**src/rtl/motor_link_responder.sv**
```systemverilog
// Board-side responder for the motor UART link: parses CRC-8 protected command
// frames, latches setpoint/mode, and answers valid commands with a status frame.
module motor_link_responder #(
   parameter logic [7:0]  BOARD_ID      = 8'h00,
   parameter int unsigned CLOCK_FREQ_HZ = 50_000_000,
   parameter int unsigned TIMEOUT_US    = 100
) (
   input  logic        clk,
   input  logic        reset,
   input  logic [7:0]  rx_data,
   input  logic        rx_valid,
   output logic [7:0]  tx_data,
   output logic        tx_valid,
   input  logic        tx_ready,
   input  logic [23:0] encoder0_position,
   input  logic [23:0] encoder1_position,
   input  logic [23:0] displacement,
   output logic [23:0] setpoint,
   output logic [7:0]  control_mode,
   output logic        cmd_strobe,
   output logic [15:0] frame_error_count,
   output logic        tx_busy
);

   // Product is formed in 64 bits: the default parameters overflow 32 bits.
   localparam longint unsigned TO_WIDE =
      64'(TIMEOUT_US) * 64'(CLOCK_FREQ_HZ) / 64'd1_000_000;
   localparam int unsigned TIMEOUT_CYCLES = 32'(TO_WIDE);
   localparam int unsigned GAP_W          = $clog2(TIMEOUT_CYCLES + 1);
   localparam logic [GAP_W-1:0] GAP_LAST  = GAP_W'(TIMEOUT_CYCLES - 1);

   localparam logic [7:0] CMD_HDR  = 8'hAA;
   localparam logic [7:0] STAT_HDR = 8'h55;

   typedef enum logic [2:0] {
      RX_HUNT,
      RX_ID,
      RX_MODE,
      RX_SP2,
      RX_SP1,
      RX_SP0,
      RX_CRC
   } rx_state_t;

   typedef enum logic [1:0] {
      TX_IDLE,
      TX_LOAD,
      TX_SEND
   } tx_state_t;

   function automatic logic [7:0] crc8_step(input logic [7:0] crc, input logic [7:0] data);
      logic [7:0] c;
      c = crc ^ data;
      for (int unsigned i = 0; i < 8; i++) begin
         c = c[7] ? ((c << 1) ^ 8'h07) : (c << 1);
      end
      return c;
   endfunction

   // ---------------------------------------------------------------- RX side
   rx_state_t        rx_state_q, rx_state_d;
   logic [7:0]       rx_crc_q, rx_crc_d;
   logic [GAP_W-1:0] gap_q, gap_d;
   logic [7:0]       id_q, id_d;
   logic [7:0]       mode_q, mode_d;
   logic [23:0]      sp_q, sp_d;
   logic [23:0]      setpoint_q, setpoint_d;
   logic [7:0]       ctrl_mode_q, ctrl_mode_d;
   logic             strobe_q, strobe_d;
   logic [15:0]      err_q, err_d;
   logic             err_inc;
   logic             resp_req;

   always_ff @(posedge clk or posedge reset) begin
      if (reset) begin
         rx_state_q  <= RX_HUNT;
         rx_crc_q    <= '0;
         gap_q       <= '0;
         id_q        <= '0;
         mode_q      <= '0;
         sp_q        <= '0;
         setpoint_q  <= '0;
         ctrl_mode_q <= '0;
         strobe_q    <= 1'b0;
         err_q       <= '0;
      end else begin
         rx_state_q  <= rx_state_d;
         rx_crc_q    <= rx_crc_d;
         gap_q       <= gap_d;
         id_q        <= id_d;
         mode_q      <= mode_d;
         sp_q        <= sp_d;
         setpoint_q  <= setpoint_d;
         ctrl_mode_q <= ctrl_mode_d;
         strobe_q    <= strobe_d;
         err_q       <= err_d;
      end
   end

   always_comb begin
      rx_state_d  = rx_state_q;
      rx_crc_d    = rx_crc_q;
      gap_d       = gap_q;
      id_d        = id_q;
      mode_d      = mode_q;
      sp_d        = sp_q;
      setpoint_d  = setpoint_q;
      ctrl_mode_d = ctrl_mode_q;
      strobe_d    = 1'b0;
      err_inc     = 1'b0;
      resp_req    = 1'b0;

      if (rx_state_q == RX_HUNT) begin
         gap_d = '0;
         if (rx_valid && rx_data == CMD_HDR) begin
            rx_state_d = RX_ID;
            rx_crc_d   = '0;
         end
      end else if (rx_valid) begin
         // Every byte inside a frame is data, including 8'hAA.
         gap_d    = '0;
         rx_crc_d = crc8_step(rx_crc_q, rx_data);
         unique case (rx_state_q)
            RX_ID: begin
               id_d       = rx_data;
               rx_state_d = RX_MODE;
            end
            RX_MODE: begin
               mode_d     = rx_data;
               rx_state_d = RX_SP2;
            end
            RX_SP2: begin
               sp_d       = {sp_q[15:0], rx_data};
               rx_state_d = RX_SP1;
            end
            RX_SP1: begin
               sp_d       = {sp_q[15:0], rx_data};
               rx_state_d = RX_SP0;
            end
            RX_SP0: begin
               sp_d       = {sp_q[15:0], rx_data};
               rx_state_d = RX_CRC;
            end
            RX_CRC: begin
               rx_state_d = RX_HUNT;
               if (rx_data != rx_crc_q) begin
                  err_inc = 1'b1;
               end else if (id_q == BOARD_ID) begin
                  setpoint_d  = sp_q;
                  ctrl_mode_d = mode_q;
                  strobe_d    = 1'b1;
                  resp_req    = 1'b1;
               end
            end
            default: rx_state_d = RX_HUNT;
         endcase
      end else if (gap_q == GAP_LAST) begin
         rx_state_d = RX_HUNT;
         gap_d      = '0;
         err_inc    = 1'b1;
      end else begin
         gap_d = gap_q + 1'b1;
      end

      err_d = err_q;
      if (err_inc && err_q != '1) begin
         err_d = err_q + 16'd1;
      end
   end

   // ---------------------------------------------------------------- TX side
   tx_state_t   tx_state_q, tx_state_d;
   logic [71:0] buf_q, buf_d;
   logic [3:0]  idx_q, idx_d;
   logic [7:0]  tx_crc_q, tx_crc_d;
   logic [7:0]  tx_data_q, tx_data_d;
   logic        tx_valid_q, tx_valid_d;
   logic        tx_busy_q, tx_busy_d;

   always_ff @(posedge clk or posedge reset) begin
      if (reset) begin
         tx_state_q <= TX_IDLE;
         buf_q      <= '0;
         idx_q      <= '0;
         tx_crc_q   <= '0;
         tx_data_q  <= '0;
         tx_valid_q <= 1'b0;
         tx_busy_q  <= 1'b0;
      end else begin
         tx_state_q <= tx_state_d;
         buf_q      <= buf_d;
         idx_q      <= idx_d;
         tx_crc_q   <= tx_crc_d;
         tx_data_q  <= tx_data_d;
         tx_valid_q <= tx_valid_d;
         tx_busy_q  <= tx_busy_d;
      end
   end

   // TX_LOAD separates the snapshot edge (with cmd_strobe) from the edge that
   // raises tx_valid; it counts as "not idle" so a new request is dropped.
   always_comb begin
      tx_state_d = tx_state_q;
      buf_d      = buf_q;
      idx_d      = idx_q;
      tx_crc_d   = tx_crc_q;
      tx_data_d  = tx_data_q;
      tx_valid_d = tx_valid_q;
      tx_busy_d  = tx_busy_q;

      unique case (tx_state_q)
         TX_IDLE: begin
            if (resp_req) begin
               buf_d      = {encoder0_position, encoder1_position, displacement};
               tx_state_d = TX_LOAD;
            end
         end
         TX_LOAD: begin
            tx_state_d = TX_SEND;
            idx_d      = '0;
            tx_crc_d   = '0;
            tx_data_d  = STAT_HDR;
            tx_valid_d = 1'b1;
            tx_busy_d  = 1'b1;
         end
         TX_SEND: begin
            if (tx_valid_q && tx_ready) begin
               if (idx_q == 4'd11) begin
                  tx_state_d = TX_IDLE;
                  tx_data_d  = '0;
                  tx_valid_d = 1'b0;
                  tx_busy_d  = 1'b0;
               end else begin
                  idx_d = idx_q + 4'd1;
                  // CRC folds in bytes 1..10 as each is handed off; the
                  // byte following byte 10 is therefore the finished CRC.
                  if (idx_q != 4'd0) begin
                     tx_crc_d = crc8_step(tx_crc_q, tx_data_q);
                  end
                  if (idx_q == 4'd0) begin
                     tx_data_d = BOARD_ID;
                  end else if (idx_q == 4'd10) begin
                     tx_data_d = crc8_step(tx_crc_q, tx_data_q);
                  end else begin
                     tx_data_d = buf_q[71:64];
                     buf_d     = {buf_q[63:0], 8'h00};
                  end
               end
            end
         end
         default: tx_state_d = TX_IDLE;
      endcase
   end

   assign tx_data           = tx_data_q;
   assign tx_valid          = tx_valid_q;
   assign tx_busy           = tx_busy_q;
   assign setpoint          = setpoint_q;
   assign control_mode      = ctrl_mode_q;
   assign cmd_strobe        = strobe_q;
   assign frame_error_count = err_q;

endmodule

```
**config.mk**
```make
export PLATFORM = sky130hd
export DESIGN_NAME = motor_link_responder
export DESIGN_NICKNAME = d
export VERILOG_FILES = /design/src/rtl/motor_link_responder.sv
export SDC_FILE = /design/constraint.sdc
export NUM_CORES = 1
export LEC_CHECK = 0
export BUFFER_PORTS_ARGS = -buffer_cell sky130_fd_sc_hd__buf_2
export CAP_MARGIN = 5
export CORE_ASPECT_RATIO = 0.6
export CORE_MARGIN = 3
export CORE_UTILIZATION = 55
export DETAILED_ROUTE_END_ITERATION = 10
export PLACE_DENSITY = 0.77
export SETUP_SLACK_MARGIN = 0.4
export SYNTH_ARGS = -nofsm -noshare
export SYNTH_HDL_FRONTEND = slang
export SYNTH_SLANG_ARGS = --single-unit
```
**constraint.sdc**
```tcl
create_clock -name clk -period 8.1 [get_ports clk]
set_input_delay 0 -clock clk [delete_from_list [all_inputs] [get_ports clk]]
set_output_delay 0 -clock clk [all_outputs]
set_load 0.01 [all_outputs]
```
==> results of run 1 <==
-- layout by cell type, fill, tap and decap left out, types with 3 or more instances in the layout --
master | synthesis | routed
mux2i_1 | 3 | 3
nand2_1 | 130 | 130
mux2_2 | 177 | 177
clkinv_2 | 0 | 3
nand4_1 | 3 | 3
and4_1 | 3 | 3
o21bai_1 | 3 | 3
clkbuf_16 | 0 | 21
nor4b_2 | 4 | 4
o21ai_0 | 24 | 24
or3_1 | 4 | 4
dfrtp_1 | 208 | 208
nor3_1 | 8 | 8
a22o_1 | 8 | 8
dlygate4sd3_1 | 0 | 83
a21oi_1 | 12 | 11
xnor2_1 | 40 | 40
buf_4 | 2 | 5
xor2_1 | 24 | 24
o22ai_1 | 6 | 6
nor2b_1 | 9 | 9
nand2b_1 | 3 | 3
nor2_1 | 37 | 37
nor4_2 | 3 | 3
o22a_1 | 4 | 4
and3_1 | 4 | 4
nand3_1 | 15 | 15
ha_1 | 13 | 12
buf_2 | 9 | 142
clkbuf_8 | 0 | 6
inv_1 | 17 | 16
-- logic make-up (layout without fill, tap and decap cells) --
| kind of cell | after synthesis | count (layout) | share of synthesized area |
|---|---|---|---|
| flops | 208 | 208 | 0.5227 |
| compound gates | 70 | 70 | 0.04674 |
| mux | 182 | 182 | 0.2054 |
| fa+ha+maj | 13 | 13 | 0.01633 |
| xor+xnor | 68 | 68 | 0.06496 |
| buf+inv | 56 | 281 | 0.02450 |
| simple gates | 243 | 243 | 0.1194 |
-- cells in the mapped netlist (all sizes together), types with 9 or more instances --
cell type,count
ha,13
o21ai,26
clkbuf,26
nor2b,9
nor2,37
mux2,179
dfrtp,208
a21oi,12
xnor2,41
nand3,16
buf,13
nand2,130
xor2,24
inv,17
-- cell type report --
| type | instances | area share |
|---|---|---|
| clock inverter | 6 | 0.004961 |
| sequential | 208 | 0.4212 |
| clock buffer | 28 | 0.04951 |
| inverter | 17 | 0.005771 |
| multi-input combinational | 576 | 0.3671 |
| tap | 234 | 0.02369 |
| timing repair buffer | 230 | 0.1278 |
-- worst max-delay path: stages (launching register included) --
cell     delay, ps
dfrtp_1        430
inv_1          110
ha_1           150
nor3b_2        760
o22ai_1        280
o21ai_4        110
buf_4          710
mux2_2         420
-- flip-flops by register name (all words and copies together), names as in the netlist --
name and flops:
gap_q 13, frame_error_count 16, tx_busy 1, idx_q 4, setpoint 24, id_q 8, buf_q 72, tx_crc_q 8
cmd_strobe 1, tx_state_q 2, rx_crc_q 8, mode_q 8, sp_q 24, rx_state_q 3, tx_data 8, control_mode 8
-- layer usage --
metal	vias to the layer above	routed length, µm	track usage
met4	0	364	0.04302
met1	3481	10980	0.3356
met5	-	0	0
met3	32	973	0.03672
met2	161	10340	0.3664
li1	3330	-	-
-- where the power goes --
part / internal [mW] / leakage (nW) / switching, mW
clock network: 0.559 / 0.334 / 0.393
logic: 0.713 / 2.75 / 0.608
registers: 1.33 / 2.67 / 0.189
-- worst min-delay path by stage --
stage / to / slack (ps) / depth (start not counted)
6_report: frame_error_count[0] / 260 / 3
5_1_grt: frame_error_count[0] / 360 / 3
4_1_cts: frame_error_count[0] / 330 / 3
3_5_place_dp: gap_q[12] / 310 / 2
3_3_place_gp: frame_error_count[0] / 310 / 2
2_1_floorplan: id_q[0] / 150 / 1
-- metrics by stage --
step / area (µm²) / util / worst slack, ps
global route: 12360 / 0.7081 / 4754
floorplan: 9958 / - / 2419
CTS: 12360 / 0.7081 / 4998
detailed placement: 10850 / 0.6219 / 5024
global placement: 10850 / 0.6219 / 5068
finish: 12360 / 0.7081 / 4955
-- timing repair --
| item | CTS | global route |
|---|---|---|
| buffers inserted | 0 | 0 |
| hold buffers | 83 | 0 |
| hold endpoints to repair | 242 | 0 |
==> results.tsv, run 1 <==
metric	value	unit
outcome	complete, no violations	
crit_arrival	3510	ps
place_hpwl	14050	µm
track_usage	0.2280	
drtAntennaViolNets	0	
multi_input_area	4537	µm²
p_per_area	306.8	nW/µm²
hold_class	primary input to asynchronous set/reset pin	
grt_pass1_wl	37070	µm
drive_above_1_share	0.3568	
path_class	flip-flop to flip-flop	
finalMaxSlewViolations	0	
clock-sinks	208	
max_slew_margin	0.2935	
required	8470	ps
hold_viol	0	
reg2reg_to	buf_q[3]	
start_util	0.5706	
synth-edff-count	0	
cts_buffer_depth	3	
io_pins	143	
globalplace.congestion	0.8684	
portBuffers	142	
yosysSeqAreaShare	0.5227	
setup_violations	0	
nNetsFinal	1150	
cts-buffers-inserted	20	
area_growth	24.10	%
num_vias	7004	
r2r_start	idx_q[0]	
vdd_drop_max	222.2	µV
crit_fanout	72	
synth_top_cell_area_share	0.5227	
critical_path.endpoint	buf_q[3]	
fin_worst_skew	6.734	ps
wl	22660	µm
rrSetupSlack	4960	ps
cts_tree	built	
antenna_cells	0	
grt_max_degree	142	
p_leak	5.751	nW
final_cells	1299	
postSynthAreaPerCell	11.86	µm²
cap_violations	0	
yosysTopAreaCell	dfrtp_1	
synth_nets	937	
ys.flop_type	dfrtp_1	
drt_iter0_drc	472	
tightest_slew	1060	ps
startpoint	idx_q[0]	
dpl.cell_count	1182	
num_rows	37	
wire_per_inst	17.44	µm
clk_pin_slew_worst_paths	70	ps
insertion_delay	490	ps
max_freq	318.0	MHz
worst_setup_path_start_kind	flip-flop	
core	17450	µm²
first_pass_iters	7	
yosysWarnings	0	
antenna_found_initial	0	
drt-vias-per-instance	5.392	
dieArea	19810	µm²
endpoint_kind	flip-flop	
die_w	179.7	µm
die_y	110.2	µm
power	3.791	mW
synth_cell_types	60	
reg2reg_depth	7	
cts_resized	0	
cts.htree.levels	1	
grt_overflow	0	
synth_area_leaders	dfrtp_1 (52%), mux2_2 (20%), nand2_1 (4.9%)	
synth_seq_cells	208	
ys_async_sr_fraction	1.000	
regArea	5205	µm²
post-route-period-util	0.3882	
netlist_instances	840	
rsz0062_at_grt	false	
holdWs	259.2	ps
cts_root_buf	clkbuf_16	
period_needed	3145	ps
fillerInstances	1225	
grt_pass1_vias	6965	
fin_setup_tns	0	ps
syn_area	9958	µm²
drc_errors	0	
(Power assumes the default switching activity.)
==> inputs of run 2 (changes only) <==
--- a/config.mk
+++ b/config.mk
@@ -9,9 +9,9 @@
 export CAP_MARGIN = 5
 export CORE_ASPECT_RATIO = 0.6
 export CORE_MARGIN = 3
-export CORE_UTILIZATION = 55
+export CORE_UTILIZATION = 52
 export DETAILED_ROUTE_END_ITERATION = 10
-export PLACE_DENSITY = 0.77
+export PLACE_DENSITY = 0.76
 export SETUP_SLACK_MARGIN = 0.4
 export SYNTH_ARGS = -nofsm -noshare
 export SYNTH_HDL_FRONTEND = slang
==> constraint.sdc (replaced) <==
create_clock -name clk -period 2.6 [get_ports clk]
set_input_delay 0 -clock clk [delete_from_list [all_inputs] [get_ports clk]]
set_output_delay 0 -clock clk [all_outputs]
set_load 0.01 [all_outputs]
==> run 2 against run 1 <==
Effect of this change:
- final cell count grew 3.0%
- register-to-register slack lost 4600 ps
- via count grew 3.4%
- flip-flop and latch count is the same
- fmax increased by 40%
- first-iteration DRC count fell by 12%
- wire length increased by 6.8%
- critical path depth unchanged
- non-clock buffer count grew 35
- die area up 5.5%
- global-route usage is 0.57 points higher
- sequential power grew to 3.1 times the previous value
- largest power group unchanged
- highest routed layer unchanged
==> results.tsv, run 2 (synthesis results as in run 1) <==
metric	value	unit	change
outcome	complete, no violations		
period_needed	2239	ps	-905.6 ps
r2r_start	rx_crc_q[2]		
die_w	184.7	µm	+2.7%
drtAntennaViolNets	0		unchanged
finalMaxSlewViolations	0		unchanged
max_slew_margin	0.2911		-0.002337
drt_iter0_drc	415		-12%
die_y	113.2	µm	+2.7%
grt_overflow	0		unchanged
hold_viol	0		unchanged
worst_setup_path_start_kind	flip-flop		
num_vias	7240		+3.4%
first_pass_iters	4		-3
num_rows	38		+2.7%
portBuffers	142		unchanged
insertion_delay	490	ps	about the same
cts_root_buf	clkbuf_16		
track_usage	0.2337		+0.005728
reg2reg_to	tx_state_q[0]		
drt-vias-per-instance	5.411		+0.36%
required	2960	ps	-5510 ps
grt_max_degree	67		-53%
wire_per_inst	18.08	µm	+3.7%
stdcell_area	12710	µm²	+2.8%
holdWs	298.2	ps	+38.96 ps
crit_fanout	2		-97%
antenna_found_initial	1		+1
tightest_slew	1061	ps	+1.273 ps
hold_class	primary input to asynchronous set/reset pin		
globalplace.congestion	0.8658		-0.30%
vdd_drop_max	540.2	µV	+140%
start_util	0.5412		-0.02937
cts_tree	built		
crit_arrival	2600	ps	-910 ps
p_leak	5.940	nW	+3.3%
grt_pass1_vias	7351		+5.5%
p_per_area	944.0	nW/µm²	+210%
regMostFlops	buf_q		
place_hpwl	15570	µm	+11%
cap_violations	0		unchanged
max_freq	446.6	MHz	+40%
cts-buffers-inserted	20		unchanged
startpoint	rx_crc_q[2]		
place_area	11140	µm²	+2.6%
final_cell_mix	dfrtp_1 (208), mux2_2 (177), buf_2 (142)		
fin_worst_skew	14.73	ps	+7.997 ps
setup_violations	0		unchanged
largest_reg_flops	72		unchanged
post-route-period-util	0.8612		+0.4729
clock-sinks	208		unchanged
io_pins	143		unchanged
layout_commonest_cell	dfrtp_1		
drc_errors	0		unchanged
rrSetupSlack	360	ps	-4590 ps
area_growth	27.63	%	
cts.htree.levels	1		unchanged
critical_path.endpoint	tx_state_q[0]		
clk_pin_slew_worst_paths	60	ps	about the same
core	18400	µm²	+5.4%
drive_above_1_share	0.3847		+0.02788
endpoint_kind	flip-flop		
reg2reg_depth	7		unchanged
nNetsFinal	1185		+3.0%
cts_buffer_depth	3		unchanged
path_class	flip-flop to flip-flop		
max_stage_delay	460	ps	-300 ps
fin_setup_tns	0	ps	unchanged
rsz0062_at_grt	true		
wl	24190	µm	+6.8%
grt_pass1_wl	39450	µm	+6.4%
dieArea	20900	µm²	+5.5%
cp_slowest_cell	or4_4		
path_cells	xnor2_2 -> ha_1 -> and3_4 -> nand3_4 -> or4_4 -> a22o_4 -> mux2_4		
[run 2: layout make-up]
type / count / area (µm²)
inverters: 17 / 67.56
clock inverters: 5 / 27.53
flip-flops and latches: 208 / 5205
clock buffers: 26 / 554.3
diodes: 1 / 2.502
fillers: 1333 / 5690
multi-input cells: 576 / 4627
well taps: 240 / 300.3
repair buffers: 265 / 1926
[run 2: critical path, delay by kind of cell (launching register included)]
kind / cells / cell delay [ps]
flip-flops: 1 / 400
AO/OA/AOI/OAI: 1 / 280
XOR/XNOR: 1 / 200
adder cells (fa/ha/maj): 1 / 180
multiplexers: 1 / 300
AND/OR/NAND/NOR: 3 / 770
[run 2: metal layers]
layer,vias up,global-route usage,wire length (µm)
met5,-,0,0
met4,0,0.05245,414
met3,32,0.03630,1063
met2,185,0.3682,11050
met1,3621,0.3455,11660
li1,3402,-,-
[run 2: metrics by stage]
stage | worst slack (ps) | util | total power [mW] | std cells
2_1_floorplan | -100.2 | - | 7.906 | 840
3_3_place_gp | 280.1 | 0.6055 | 8.776 | 1210
3_5_place_dp | 227.2 | 0.6055 | 8.916 | 1210
4_1_cts | 397.4 | 0.6873 | 11.83 | 1333
5_1_grt | 280.5 | 0.6907 | 12.69 | 1338
6_report | 361.0 | 0.6907 | 12.00 | 1338
[run 2: worst min-delay path by stage]
| stage | from | end | slack (ps) | depth (start not counted) |
|---|---|---|---|---|
| after floorplan | rx_data[0] | id_q[0] | 150 | 1 |
| after global placement | reset | tx_crc_q[0] | 290 | 2 |
| after detailed placement | reset | tx_data[0] | 280 | 2 |
| after CTS | reset | tx_crc_q[0] | 310 | 3 |
| after global routing | reset | tx_crc_q[1] | 350 | 3 |
| final | reset | tx_crc_q[0] | 300 | 3 |
[run 2: repair_timing]
action                                  CTS  global route
gates resized for setup                   4             4
endpoints found under the setup margin   16            70
hold buffers                             83             0
gates cloned                              0             1
pin swaps                                 5             5
setup buffers                             9             3
hold endpoints to repair                131             0
[run 2: power by group]
| part | internal (mW) | total (mW) | switching [mW] |
|---|---|---|---|
| Clock | 1.49 | 2.68 | 1.19 |
| Combinational | 2.54 | 4.58 | 2.04 |
| Sequential | 4.14 | 4.73 | 0.590 |
| Total | 8.17 | 12.0 | 3.83 |
==> inputs of run 3 (changes only) <==
--- a/config.mk
+++ b/config.mk
@@ -12,6 +12,7 @@
 export CORE_UTILIZATION = 52
 export DETAILED_ROUTE_END_ITERATION = 10
 export PLACE_DENSITY = 0.76
+export REMOVE_ABC_BUFFERS = 1
 export SETUP_SLACK_MARGIN = 0.4
 export SYNTH_ARGS = -nofsm -noshare
 export SYNTH_HDL_FRONTEND = slang
==> run 3 against run 2 <==
Effect of this change:
- final cell count is 0.67% higher
- via count is 0.32% lower
- wire length is 0.13% higher
- sequential share of layout area is 0.94 points lower
- clock skew hardly changed
- power is 7.3% higher
- critical endpoint unchanged
- global-route usage is 0.95 points lower
- register-to-register slack better by 50 ps
- setup slack better by 48 ps
- design area is 2.4% higher
- flip-flop and latch count stayed put
==> results.tsv, run 3 (synthesis results as in run 1) <==
metric	value	unit	change
cap_violations	0		unchanged
cts.htree.levels	1		unchanged
setup_violations	0		unchanged
drc_errors	0		unchanged
dieArea	20900	µm²	unchanged
fillerInstances	1267		-5.0%
grt_busiest_layer	met2		
p_per_area	990.1	nW/µm²	+4.9%
outcome	complete, no violations		
regMostFlops	buf_q		
cts_buffer_depth	3		unchanged
wl	24220	µm	+0.13%
path_cells	xnor2_2 -> ha_1 -> and3_4 -> nand3_4 -> or4_4 -> a22o_1 -> mux2_4		
track_usage	0.2242		-0.009534
p_leak	6.072	nW	+2.2%
place_hpwl	14600	µm	-6.2%
portBuffers	142		unchanged
max_slew_margin	0.4962		+0.2050
antenna_found_initial	0		-1
hold_start	rx_data[7]		
holdWs	157.8	ps	-140.4 ps
start_util	0.5412		unchanged
core	18400	µm²	unchanged
path_buf_inv	0		unchanged
wire_per_inst	17.98	µm	-0.54%
fin_worst_skew	14.49	ps	-0.2455 ps
die_w	184.7	µm	unchanged
crit_arrival	2570	ps	-30 ps
grt_pass1_wl	38030	µm	-3.6%
hold_class	primary input to flip-flop		
worst_setup_path_start_kind	flip-flop		
nNetsFinal	1189		+0.34%
largest_reg_flops	72		unchanged
max_stage_delay	450	ps	about the same
layout_commonest_cell	dfrtp_1		
drtAntennaViolNets	0		unchanged
setup_ws	409.3	ps	+48.39 ps
required	2980	ps	+20 ps
cts_tree	built		
place_ws	178.6	ps	-48.64 ps
post-route-period-util	0.8426		-0.01861
drt-vias-per-instance	5.358		-0.98%
drive_above_1_share	0.3924		+0.007720
final_cell_mix	dfrtp_1 (208), mux2_2 (177), buf_2 (142)		
cts_root_buf	clkbuf_16		
insertion_delay	490	ps	about the same
area_growth	30.63	%	
clk_pin_slew_worst_paths	70	ps	about the same
grtUsageMet1	0.3378		-0.007748
endpoint_kind	flip-flop		
grt_pass1_vias	7221		-1.8%
max_freq	456.5	MHz	+2.2%
path_class	flip-flop to flip-flop		
vdd_drop_max	486.5	µV	-10%
crit_fanout	2		unchanged
startpoint	rx_crc_q[7]		
grt.met2_usage	0.3380		-0.03019
r2r_start	rx_crc_q[7]		
cts-buffers-inserted	20		unchanged
tightest_slew	755.8	ps	-305.3 ps
use_met3	0.04272		+0.006425
first_pass_iters	4		unchanged
hold_viol	0		unchanged
io_pins	143		unchanged
finalMaxSlewViolations	0		unchanged
period_needed	2191	ps	-48.39 ps
clock-sinks	208		unchanged
critical_path.top_delay_family	simple AND/OR/NAND/NOR gates		
globalplace.congestion	0.8434		-2.6%
cp_slowest_cell	or4_4		
num_vias	7217		-0.32%
drt_iter0_drc	413		-0.48%
grt_overflow	0		unchanged
die_y	113.2	µm	unchanged
num_rows	38		unchanged
rsz0062_at_grt	true		
grt_max_degree	109		+63%
[run 3: per-stage QoR]
| stage | utilization | total power, mW | cells | instance area, µm² | TNS [ps] |
|---|---|---|---|---|---|
| 3_3_place_gp | 0.6000 | 8.741 | 1205 | 11040 | 0 |
| 2_1_floorplan | - | 7.855 | 801 | 9778 | -863040 |
| 6_report | 0.7070 | 12.88 | 1347 | 13010 | 0 |
| 3_5_place_dp | 0.6000 | 8.889 | 1205 | 11040 | 0 |
| 5_1_grt | 0.7069 | 13.59 | 1346 | 13010 | 0 |
| 4_1_cts | 0.6928 | 12.44 | 1336 | 12750 | 0 |
[run 3: worst reg2reg max path, delay by kind of cell (launching register included)]
kind / cells / cell delay, ps
compound gates: 1 / 260
xor+xnor: 1 / 170
fa+ha+maj: 1 / 180
flops: 1 / 410
mux: 1 / 310
simple gates: 3 / 760
[run 3: report_power, final]
part	leakage (nW)	switching (mW)	internal (mW)
registers	2.67	0.581	4.14
logic	3.05	2.15	2.76
clock network	0.357	1.26	1.99
[run 3: final cells by class]
type / instances / area, µm² / share of cell area
multi-input cells: 576 / 4676 / 0.3594
diodes: 1 / 2.502 / 0.0001924
inverters: 17 / 71.32 / 0.005482
flip-flops and latches: 208 / 5205 / 0.4001
clock inverters: 7 / 137.6 / 0.01058
repair buffers: 269 / 2021 / 0.1553
well taps: 240 / 300.3 / 0.02308
clock buffers: 29 / 595.6 / 0.04578
[run 3: path summary, 6_finish.rpt]
kind | depth (start not counted) | end | slack, ps
max in group asynchronous | 4 | mode_q[0] | 1570
worst min-delay path | 5 | rx_crc_q[7] | 160
min in group asynchronous | 3 | frame_error_count[11] | 220
worst max-delay path | 7 | tx_state_q[0] | 410
worst max register to register | 7 | tx_state_q[0] | 410
worst min register to register | 2 | setpoint[23] | 460
[run 3: routing by layer]
layer	vias to the layer above	routed length [µm]
met5	-	0
met1	3567	11490
met2	212	10740
met4	0	452
met3	34	1540
li1	3404	-
[run 3: what timing repair did]
action / CTS / global route
resized for setup: 9 / 19
hold endpoints to repair: 209 / 0
endpoints found under the setup margin: 111 / 76
pin swaps: 7 / 9
buffers inserted: 12 / 4
hold buffers: 83 / 0
gates cloned: 0 / 6
